[src/rtl/enemy_behavior_ctrl_pkg.sv]
// Shared types, default tuning constants and small arithmetic helpers for the
// enemy behaviour sequencer.
package enemy_pkg;

  typedef enum logic [1:0] {
    BEH_STAND  = 2'd0,
    BEH_WALK   = 2'd1,
    BEH_ATTACK = 2'd2
  } behavior_t;

  typedef enum logic [1:0] {
    ST_STAND    = 2'd0,
    ST_WALK     = 2'd1,
    ST_ATTACK   = 2'd2,
    ST_COOLDOWN = 2'd3
  } enemy_state_t;

  localparam logic [7:0] DEF_INIT_X       = 8'd120;
  localparam logic [7:0] DEF_INIT_Y       = 8'd100;
  localparam logic [7:0] DEF_SIGHT_RANGE  = 8'd64;
  localparam logic [7:0] DEF_ATTACK_RANGE = 8'd12;
  localparam logic [7:0] DEF_Y_RANGE      = 8'd8;
  localparam logic [7:0] DEF_WALK_STEP    = 8'd1;
  localparam int         DEF_FRAMES_PER_STEP = 4;
  localparam int         DEF_COOLDOWN_FRAMES = 16;
  localparam logic [7:0] DEF_X_MIN        = 8'd8;
  localparam logic [7:0] DEF_X_MAX        = 8'd240;

  // Unsigned distance widened to 9 bits so it can never wrap.
  function automatic logic [8:0] abs_diff(input logic [7:0] a, input logic [7:0] b);
    logic [8:0] d;
    if (a >= b) begin
      d = {1'b0, a} - {1'b0, b};
    end else begin
      d = {1'b0, b} - {1'b0, a};
    end
    return d;
  endfunction

  function automatic logic [7:0] clamp_x(input logic [7:0] x, input logic [7:0] lo,
                                         input logic [7:0] hi);
    logic [7:0] r;
    if (x < lo) begin
      r = lo;
    end else if (x > hi) begin
      r = hi;
    end else begin
      r = x;
    end
    return r;
  endfunction

endpackage

[src/rtl/enemy_behavior_ctrl_if.sv]
// Frame/AI control inputs and sprite-lookup outputs of one enemy controller.
interface enemy_behavior_ctrl_if;
  logic       frame_tick;
  logic       enable;
  logic       spawn;
  logic [7:0] spawn_x;
  logic [7:0] spawn_y;
  logic [7:0] player_x;
  logic [7:0] player_y;
  logic [7:0] enemy_x;
  logic [7:0] enemy_y;
  logic [1:0] behavior;
  logic       isLeft;
  logic [1:0] period;
  logic       attack_hit;

  modport master (
    output frame_tick, enable, spawn, spawn_x, spawn_y, player_x, player_y,
    input  enemy_x, enemy_y, behavior, isLeft, period, attack_hit
  );

  modport slave (
    input  frame_tick, enable, spawn, spawn_x, spawn_y, player_x, player_y,
    output enemy_x, enemy_y, behavior, isLeft, period, attack_hit
  );
endinterface

[src/rtl/enemy_behavior_ctrl_anim_period_counter.sv]
// Tick-gated divide-by-FRAMES_PER_STEP feeding a 2-bit animation period.
// wrap flags that the next tick rolls the step counter over.
module anim_period_counter #(
  parameter int FRAMES_PER_STEP = 4
) (
  input  logic       clk,
  input  logic       rst_n,
  input  logic       tick,
  input  logic       clear,
  output logic [1:0] period,
  output logic       wrap
);

  localparam int CNT_W = (FRAMES_PER_STEP > 1) ? $clog2(FRAMES_PER_STEP) : 1;
  localparam logic [CNT_W-1:0] CNT_LAST = CNT_W'(FRAMES_PER_STEP - 1);

  logic [CNT_W-1:0] cnt_r;
  logic [1:0]       period_r;

  // Step counter and period register; clear dominates tick.
  always_ff @(posedge clk or negedge rst_n) begin
    if (!rst_n) begin
      cnt_r    <= '0;
      period_r <= 2'd0;
    end else if (clear) begin
      cnt_r    <= '0;
      period_r <= 2'd0;
    end else if (tick) begin
      if (cnt_r == CNT_LAST) begin
        cnt_r    <= '0;
        period_r <= period_r + 2'd1;
      end else begin
        cnt_r    <= cnt_r + CNT_W'(1);
      end
    end
  end

  assign period = period_r;
  assign wrap   = (cnt_r == CNT_LAST);

endmodule

[src/rtl/enemy_behavior_ctrl.sv]
// Per-enemy stand/walk/attack sequencer producing draw origin, facing,
// animation period and a one-clock strike pulse, advanced once per frame tick.
module enemy_behavior_ctrl
  import enemy_pkg::*;
#(
  parameter logic [7:0] INIT_X          = DEF_INIT_X,
  parameter logic [7:0] INIT_Y          = DEF_INIT_Y,
  parameter logic [7:0] SIGHT_RANGE     = DEF_SIGHT_RANGE,
  parameter logic [7:0] ATTACK_RANGE    = DEF_ATTACK_RANGE,
  parameter logic [7:0] Y_RANGE         = DEF_Y_RANGE,
  parameter logic [7:0] WALK_STEP       = DEF_WALK_STEP,
  parameter int         FRAMES_PER_STEP = DEF_FRAMES_PER_STEP,
  parameter int         COOLDOWN_FRAMES = DEF_COOLDOWN_FRAMES,
  parameter logic [7:0] X_MIN           = DEF_X_MIN,
  parameter logic [7:0] X_MAX           = DEF_X_MAX
) (
  input  logic                 Clk,
  input  logic                 Reset_n,
  enemy_behavior_ctrl_if.slave bus
);

  localparam int CD_W = (COOLDOWN_FRAMES > 1) ? $clog2(COOLDOWN_FRAMES) : 1;
  localparam logic [CD_W-1:0] CD_LAST = CD_W'(COOLDOWN_FRAMES - 1);

  enemy_state_t    state_r;
  behavior_t       behavior_r;
  logic [7:0]      x_r;
  logic [7:0]      y_r;
  logic            is_left_r;
  logic            attack_hit_r;
  logic [CD_W-1:0] cool_r;

  logic [8:0] dx_s;
  logic [8:0] dy_s;
  logic       in_sight_s;
  logic       in_range_s;
  logic       left_s;
  logic [7:0] step_s;
  logic [8:0] sum_s;
  logic [7:0] walk_x_s;
  logic       cnt_adv_s;
  logic       cnt_clr_s;
  logic [1:0] period_s;
  logic       wrap_s;

  assign dx_s       = abs_diff(bus.player_x, x_r);
  assign dy_s       = abs_diff(bus.player_y, y_r);
  assign in_sight_s = (dx_s <= {1'b0, SIGHT_RANGE})  && (dy_s <= {1'b0, Y_RANGE});
  assign in_range_s = (dx_s <= {1'b0, ATTACK_RANGE}) && (dy_s <= {1'b0, Y_RANGE});
  assign left_s     = (bus.player_x < x_r);
  assign step_s     = (dx_s < {1'b0, WALK_STEP}) ? dx_s[7:0] : WALK_STEP;
  assign sum_s      = {1'b0, x_r} + {1'b0, step_s};

  // Next walking position: step toward the player, never beyond the legal span.
  always_comb begin
    walk_x_s = x_r;
    if (left_s) begin
      if ({1'b0, x_r} >= ({1'b0, X_MIN} + {1'b0, step_s})) begin
        walk_x_s = x_r - step_s;
      end else begin
        walk_x_s = X_MIN;
      end
    end else begin
      if (sum_s > {1'b0, X_MAX}) begin
        walk_x_s = X_MAX;
      end else begin
        walk_x_s = sum_s[7:0];
      end
    end
  end

  // Animation counter runs only while walking on or attacking; otherwise held at zero.
  always_comb begin
    cnt_adv_s = 1'b0;
    cnt_clr_s = 1'b0;
    if (bus.spawn) begin
      cnt_clr_s = 1'b1;
    end else if (bus.frame_tick) begin
      if (!bus.enable) begin
        cnt_clr_s = 1'b1;
      end else begin
        case (state_r)
          ST_WALK: begin
            if (in_range_s || !in_sight_s) begin
              cnt_clr_s = 1'b1;
            end else begin
              cnt_adv_s = 1'b1;
            end
          end
          ST_ATTACK: cnt_adv_s = 1'b1;
          default:   cnt_clr_s = 1'b1;
        endcase
      end
    end else begin
      cnt_adv_s = 1'b0;
    end
  end

  anim_period_counter #(
    .FRAMES_PER_STEP(FRAMES_PER_STEP)
  ) u_period (
    .clk   (Clk),
    .rst_n (Reset_n),
    .tick  (cnt_adv_s),
    .clear (cnt_clr_s),
    .period(period_s),
    .wrap  (wrap_s)
  );

  // Behaviour FSM with position, facing, cooldown and strike pulse registers.
  always_ff @(posedge Clk or negedge Reset_n) begin
    if (!Reset_n) begin
      state_r      <= ST_STAND;
      behavior_r   <= BEH_STAND;
      x_r          <= INIT_X;
      y_r          <= INIT_Y;
      is_left_r    <= 1'b0;
      attack_hit_r <= 1'b0;
      cool_r       <= '0;
    end else begin
      attack_hit_r <= 1'b0;
      if (bus.spawn) begin
        state_r    <= ST_STAND;
        behavior_r <= BEH_STAND;
        x_r        <= clamp_x(bus.spawn_x, X_MIN, X_MAX);
        y_r        <= bus.spawn_y;
        cool_r     <= '0;
      end else if (bus.frame_tick) begin
        if (!bus.enable) begin
          state_r    <= ST_STAND;
          behavior_r <= BEH_STAND;
          cool_r     <= '0;
        end else begin
          case (state_r)
            ST_STAND: begin
              if (dx_s != 9'd0) begin
                is_left_r <= left_s;
              end
              if (in_range_s) begin
                state_r    <= ST_ATTACK;
                behavior_r <= BEH_ATTACK;
              end else if (in_sight_s) begin
                state_r    <= ST_WALK;
                behavior_r <= BEH_WALK;
              end
            end
            ST_WALK: begin
              if (dx_s != 9'd0) begin
                is_left_r <= left_s;
              end
              if (in_range_s) begin
                state_r    <= ST_ATTACK;
                behavior_r <= BEH_ATTACK;
              end else if (!in_sight_s) begin
                state_r    <= ST_STAND;
                behavior_r <= BEH_STAND;
              end else begin
                x_r <= walk_x_s;
              end
            end
            ST_ATTACK: begin
              // The strike lands on the 1->2 period step; the last period rolls into cooldown.
              if (wrap_s && (period_s == 2'd1)) begin
                attack_hit_r <= 1'b1;
              end
              if (wrap_s && (period_s == 2'd3)) begin
                state_r    <= ST_COOLDOWN;
                behavior_r <= BEH_STAND;
                cool_r     <= '0;
              end
            end
            ST_COOLDOWN: begin
              if (cool_r == CD_LAST) begin
                state_r    <= ST_STAND;
                behavior_r <= BEH_STAND;
                cool_r     <= '0;
              end else begin
                cool_r <= cool_r + CD_W'(1);
              end
            end
            default: begin
              state_r    <= ST_STAND;
              behavior_r <= BEH_STAND;
              cool_r     <= '0;
            end
          endcase
        end
      end
    end
  end

  assign bus.enemy_x    = x_r;
  assign bus.enemy_y    = y_r;
  assign bus.behavior   = behavior_r;
  assign bus.isLeft     = is_left_r;
  assign bus.period     = period_s;
  assign bus.attack_hit = attack_hit_r;

endmodule

[src/flat_wrapper.sv]
// flat-port wrapper written by rule: the top's interface ports become plain ports
module enemy_behavior_ctrl_flat import enemy_pkg::*;
#(
  parameter logic [7:0] INIT_X          = DEF_INIT_X,
  parameter logic [7:0] INIT_Y          = DEF_INIT_Y,
  parameter logic [7:0] SIGHT_RANGE     = DEF_SIGHT_RANGE,
  parameter logic [7:0] ATTACK_RANGE    = DEF_ATTACK_RANGE,
  parameter logic [7:0] Y_RANGE         = DEF_Y_RANGE,
  parameter logic [7:0] WALK_STEP       = DEF_WALK_STEP,
  parameter int         FRAMES_PER_STEP = DEF_FRAMES_PER_STEP,
  parameter int         COOLDOWN_FRAMES = DEF_COOLDOWN_FRAMES,
  parameter logic [7:0] X_MIN           = DEF_X_MIN,
  parameter logic [7:0] X_MAX           = DEF_X_MAX
)
  (Clk, Reset_n, bus_frame_tick, bus_enable, bus_spawn, bus_spawn_x, bus_spawn_y, bus_player_x, bus_player_y, bus_enemy_x, bus_enemy_y, bus_behavior, bus_isLeft, bus_period, bus_attack_hit);
  enemy_behavior_ctrl_if bus_i ();
  input  logic Clk;
  input  logic Reset_n;
  input wire logic [$bits(bus_i.frame_tick)-1:0] bus_frame_tick;
  input wire logic [$bits(bus_i.enable)-1:0] bus_enable;
  input wire logic [$bits(bus_i.spawn)-1:0] bus_spawn;
  input wire logic [$bits(bus_i.spawn_x)-1:0] bus_spawn_x;
  input wire logic [$bits(bus_i.spawn_y)-1:0] bus_spawn_y;
  input wire logic [$bits(bus_i.player_x)-1:0] bus_player_x;
  input wire logic [$bits(bus_i.player_y)-1:0] bus_player_y;
  output wire logic [$bits(bus_i.enemy_x)-1:0] bus_enemy_x;
  output wire logic [$bits(bus_i.enemy_y)-1:0] bus_enemy_y;
  output wire logic [$bits(bus_i.behavior)-1:0] bus_behavior;
  output wire logic [$bits(bus_i.isLeft)-1:0] bus_isLeft;
  output wire logic [$bits(bus_i.period)-1:0] bus_period;
  output wire logic [$bits(bus_i.attack_hit)-1:0] bus_attack_hit;
  assign bus_i.frame_tick = bus_frame_tick;
  assign bus_i.enable = bus_enable;
  assign bus_i.spawn = bus_spawn;
  assign bus_i.spawn_x = bus_spawn_x;
  assign bus_i.spawn_y = bus_spawn_y;
  assign bus_i.player_x = bus_player_x;
  assign bus_i.player_y = bus_player_y;
  assign bus_enemy_x = bus_i.enemy_x;
  assign bus_enemy_y = bus_i.enemy_y;
  assign bus_behavior = bus_i.behavior;
  assign bus_isLeft = bus_i.isLeft;
  assign bus_period = bus_i.period;
  assign bus_attack_hit = bus_i.attack_hit;
  enemy_behavior_ctrl #(.INIT_X(INIT_X), .INIT_Y(INIT_Y), .SIGHT_RANGE(SIGHT_RANGE), .ATTACK_RANGE(ATTACK_RANGE), .Y_RANGE(Y_RANGE), .WALK_STEP(WALK_STEP), .FRAMES_PER_STEP(FRAMES_PER_STEP), .COOLDOWN_FRAMES(COOLDOWN_FRAMES), .X_MIN(X_MIN), .X_MAX(X_MAX)) u_core (.Clk(Clk), .Reset_n(Reset_n), .bus(bus_i));
endmodule
[config.mk]
export PLATFORM = sky130hd
export DESIGN_NAME = enemy_behavior_ctrl_flat
export DESIGN_NICKNAME = d
export VERILOG_FILES = /design/src/rtl/enemy_behavior_ctrl_pkg.sv /design/src/rtl/enemy_behavior_ctrl_if.sv /design/src/rtl/enemy_behavior_ctrl_anim_period_counter.sv /design/src/rtl/enemy_behavior_ctrl.sv /design/src/flat_wrapper.sv
export SDC_FILE = /design/constraint.sdc
export NUM_CORES = 1
export LEC_CHECK = 0
export ABC_CLOCK_PERIOD_IN_PS = 4400
export BUFFER_PORTS_ARGS = -buffer_cell sky130_fd_sc_hd__buf_2
export CORE_MARGIN = 2
export CORE_UTILIZATION = 55
export CTS_BUF_LIST = sky130_fd_sc_hd__clkbuf_4
export CTS_CLUSTER_SIZE = 14
export DETAILED_ROUTE_END_ITERATION = 16
export PLACE_DENSITY = 0.8
export SYNTH_ARGS = -nofsm -noshare
export SYNTH_HDL_FRONTEND = slang
export SYNTH_SLANG_ARGS = --single-unit
[constraint.sdc]
create_clock -name Clk -period 4.4 [get_ports Clk]
set_input_delay 0.88 -clock Clk [delete_from_list [all_inputs] [get_ports Clk]]
set_output_delay 0.88 -clock Clk [all_outputs]
set_load 0.05 [all_outputs]
==> flow_metrics.py <==
metrics = {
    "drt": {
        "wl_per_cell_um": 16.4,
        "wl_met1_um": 5440,
        "drt_wl_total_um": 12800,
        "drtIter0Drc": 246,
        "wl_met2_um": 6250,
        "vias": 4650,
        "route.detailed.drc": 0,
        "drtAntennaViolNets": 0,
        "met3_wirelength_um": 854,
        "drtPass1Iterations": 6,
        "highest_layer": "met4",
        "vias_per_cell": 5.93,
    },
    "run_status": {
        "status": "finished, violations left",
        "violations": "negative setup slack",
    },
    "setup_path": {
        "path_cells": "buf_8, ha_4, fa_2, nor2b_4, o21a_1, o21a_1, or4_1, a31o_1, o32a_1, nand2b_4, ha_4, inv_2, fa_2, o21bai_1, a21oi_2, o31ai_4, a21o_1, a21o_1, a41oi_2, nand2b_4, buf_6, o221ai_4, o21ai_1, a21oi_1",
        "crit_path_start": "bus_player_x[0]",
        "reg2reg_slack_ns": -0.40,
        "endpoint": "u_core.bus.enemy_x[1]",
        "worstPathMaxFanout": 5,
        "reg2reg_depth": 22,
        "critPathCaptureType": "flop",
        "reg2reg_from": "u_core.bus.enemy_x[3]",
        "worstPathRequired_ns": 4.66,
        "critPathKind": "input port to flop",
        "slowest_delay_ns": 0.40,
        "critPathArrivalTime_ns": 5.12,
        "worst_path_max_delay_cell": "or4_1",
        "timing.rr.end": "u_core.bus.enemy_x[1]",
        "crit_path_start_kind": "input port",
    },
    "sta": {
        "slew_violations": 0,
        "relSlewSlack": 0.459,
        "fin_hold_ws_ns": 0.505,
        "fmax_mhz": 206,
        "skew_ns": 0.00801,
        "finalSetupTns_ns": -2.72,
        "post-route-worst-setup-slack_ns": -0.457,
        "rsz0062_at_grt": "yes",
        "worstMarginPinSlew_ns": 0.811,
        "min_period_ns": 4.86,
        "finalHoldViolations": 0,
        "finalCritPeriodShare": 1.10,
        "setup_viol": 8,
    },
    "clock_network": {
        "htreeDepth": 2,
        "cts.clk_slew.worst_paths_ns": 0.10,
        "clock_latency_ns": 0.34,
        "ctsRootBufferMaster": "clkbuf_4",
        "cts_tree": "yes",
        "numCtsBuffers": 5,
        "cts_buffer_depth": 2,
        "cts_num_sinks": 30,
    },
    "power": {
        "power_leakage_nw": 2.71,
        "power_mw": 1.47,
        "ir_drop_v": 0.000226,
        "power.density_nw_per_um2": 265,
    },
    "die": {
        "die_h_um": 91.7,
        "rows": 31,
        "dieArea_um2": 8400,
        "ios": 59,
        "die_width_um": 91.7,
        "core_um2": 7330,
        "initial_core_util": 0.577,
    },
    "synth": {
        "synthCells": 537,
        "ys_types": 74,
        "synth_compound_area_frac": 0.310,
        "synthAdderAreaFrac": 0.199,
        "seq_area_frac_synth": 0.180,
        "synth_edf_count": 0,
        "syn_area_um2": 4230,
        "ys_ff_latch": 30,
        "synth_xor_area_frac": 0.0290,
        "synthMuxAreaShare": 0.0225,
        "synth.avg_cell_area_um2": 7.87,
        "async_flop_share": 1.00,
        "yosysWarnings": 0,
        "synth_top_family_by_area": "compound AO/OA/AOI/OAI gates",
        "synth-main-ff-cell": "dfrtp_1",
        "synthSimpleGateAreaFrac": 0.185,
    },
    "grt": {
        "grt_max_degree": 34,
        "grt_overflow": 0,
        "grt_pass1_vias": 4482,
        "antenna_found_initial": 0,
        "grt_pass1_wl_um": 20700,
        "grt_usage": 0.299,
    },
    "layout": {
        "area_delta_synth_final_pct": 31.1,
        "design_area_um2": 5540,
        "final_cell_count_no_fill": 784,
        "drive_gt1_frac": 0.312,
        "num_antenna_cells": 0,
        "final_util": 0.756,
        "final_nets": 786,
        "fillers": 525,
    },
    "min_path": {
        "hold_path_class": "flop to flop",
    },
    "placement": {
        "place_inst": 763,
        "placed_cell_area_um2": 5230,
        "finalWeightedCongestion": 0.908,
        "port_buffers": 58,
        "dp_slack_ns": -0.761,
        "dp_hpwl_um": 9940,
    },
    "run": {
        "maxCapViolCount": 0,
    },
}
[cell usage in the layout (no fill, tap or decap), types with 7 or more instances in the layout]
| cell | instances |
|---|---|
| a211oi_1 | 7 |
| a21o_1 | 12 |
| a21oi_1 | 31 |
| a31oi_1 | 9 |
| buf_2 | 57 |
| buf_4 | 79 |
| conb_1 | 19 |
| dfrtp_1 | 20 |
| dfstp_2 | 7 |
| ha_1 | 56 |
| inv_1 | 56 |
| nand2_1 | 54 |
| nand2b_1 | 7 |
| nand3_1 | 12 |
| nand4_1 | 8 |
| nor2_1 | 24 |
| nor3_1 | 8 |
| o211ai_1 | 7 |
| o21a_1 | 14 |
| o21ai_0 | 36 |
| xnor2_1 | 7 |
[worst max-delay path, delay by kind of cell]
family / cells / cell delay (ns)
simple gates: 4 / 0.75
buf+inv: 3 / 0.26
fa+ha+maj: 4 / 0.72
compound gates: 13 / 2.48
[report_power, final]
part           leakage, nW  total (mW)  internal [mW]  switching [mW]
Combinational         2.31       0.995          0.435           0.560
Clock               0.0286       0.163         0.0593           0.103
Sequential           0.373       0.312          0.299          0.0139
Total                 2.71        1.47          0.793           0.677
[what timing repair did]
action	4_1_cts	5_1_grt
endpoints found under the hold margin	0	0
pin swaps	19	18
gates resized for setup	10	26
gates cloned	0	0
setup endpoints to repair	8	8
hold buffers	0	0
buffers inserted	4	10
[cells by family (layout without fill, tap and decap cells)]
group	count (synthesis)	after routing
buffers and inverters	75	206
adders and majority gates	65	65
muxes	9	9
other	2	19
xor gates and xnor gates	14	14
and+or+nand+nor	156	156
AOI/OAI and AO/OA	186	186
DFF	30	30
[how the worst min path moves through the flow]
stage	slack (ns)	to	start	depth (start not counted)
2_1_floorplan	0.46	u_core.cool_r[3]	u_core.cool_r[3]	1
3_3_place_gp	0.49	u_core.cool_r[3]	u_core.cool_r[3]	1
3_5_place_dp	0.49	u_core.cool_r[3]	u_core.cool_r[3]	1
4_1_cts	0.51	u_core.cool_r[3]	u_core.cool_r[3]	1
5_1_grt	0.52	u_core.cool_r[3]	u_core.cool_r[3]	1
6_report	0.50	u_core.cool_r[3]	u_core.cool_r[3]	1
[state kept, by name, indices dropped and copies added, names as in the netlist]
name                    flops
u_core.bus.attack_hit       1
u_core.bus.behavior         2
u_core.bus.enemy_x          8
u_core.bus.enemy_y          8
u_core.bus.isLeft           1
u_core.cool_r               4
u_core.state_r              2
u_core.u_period.cnt_r       2
u_core.u_period.period      2
[Yosys cell counts (4+ instances only)]
cell type	n	area share
a21oi_1	36	0.043
nand3_1	12	0.014
or2_2	4	0.0059
o21a_1	14	0.025
o221ai_1	4	0.0083
mux2i_1	5	0.012
nand2b_1	9	0.013
a31o_2	5	0.010
o21bai_1	4	0.0071
or3_1	4	0.0059
o21ai_0	40	0.047
nor2_1	24	0.021
nand4_1	8	0.012
a31oi_1	9	0.013
and2_1	5	0.0074
dfstp_2	7	0.044
ha_1	61	0.18
xnor2_1	8	0.017
fa_1	4	0.019
and3_1	5	0.0074
mux2_2	4	0.011
dfrtp_1	23	0.14
buf_2	8	0.0095
o211ai_1	7	0.012
a211oi_1	8	0.014
inv_1	58	0.051
o31ai_1	5	0.0089
a21o_1	12	0.021
or4_1	4	0.0071
nor3_1	9	0.011
xor2_1	6	0.012
clkbuf_1	6	0.0053
a311oi_1	4	0.0083
nor2b_1	8	0.012
nand2_1	55	0.049
[layout make-up]
type,instances,area (um2),area share
timing repair buffer,140,927,0.167
clock inverter,3,16.3,0.00293
sequential,30,763,0.138
clock buffer,5,37.5,0.00677
tap,99,124,0.0223
inverter,58,218,0.0393
multi-input combinational,449,3460,0.624
[routing by layer]
metal	GRT usage	vias to the layer above
met2	0.518	186
met1	0.397	2202
met5	0	-
met3	0.0353	34
met4	0.0720	0
li1	-	2228
(Power assumes the default switching activity.)
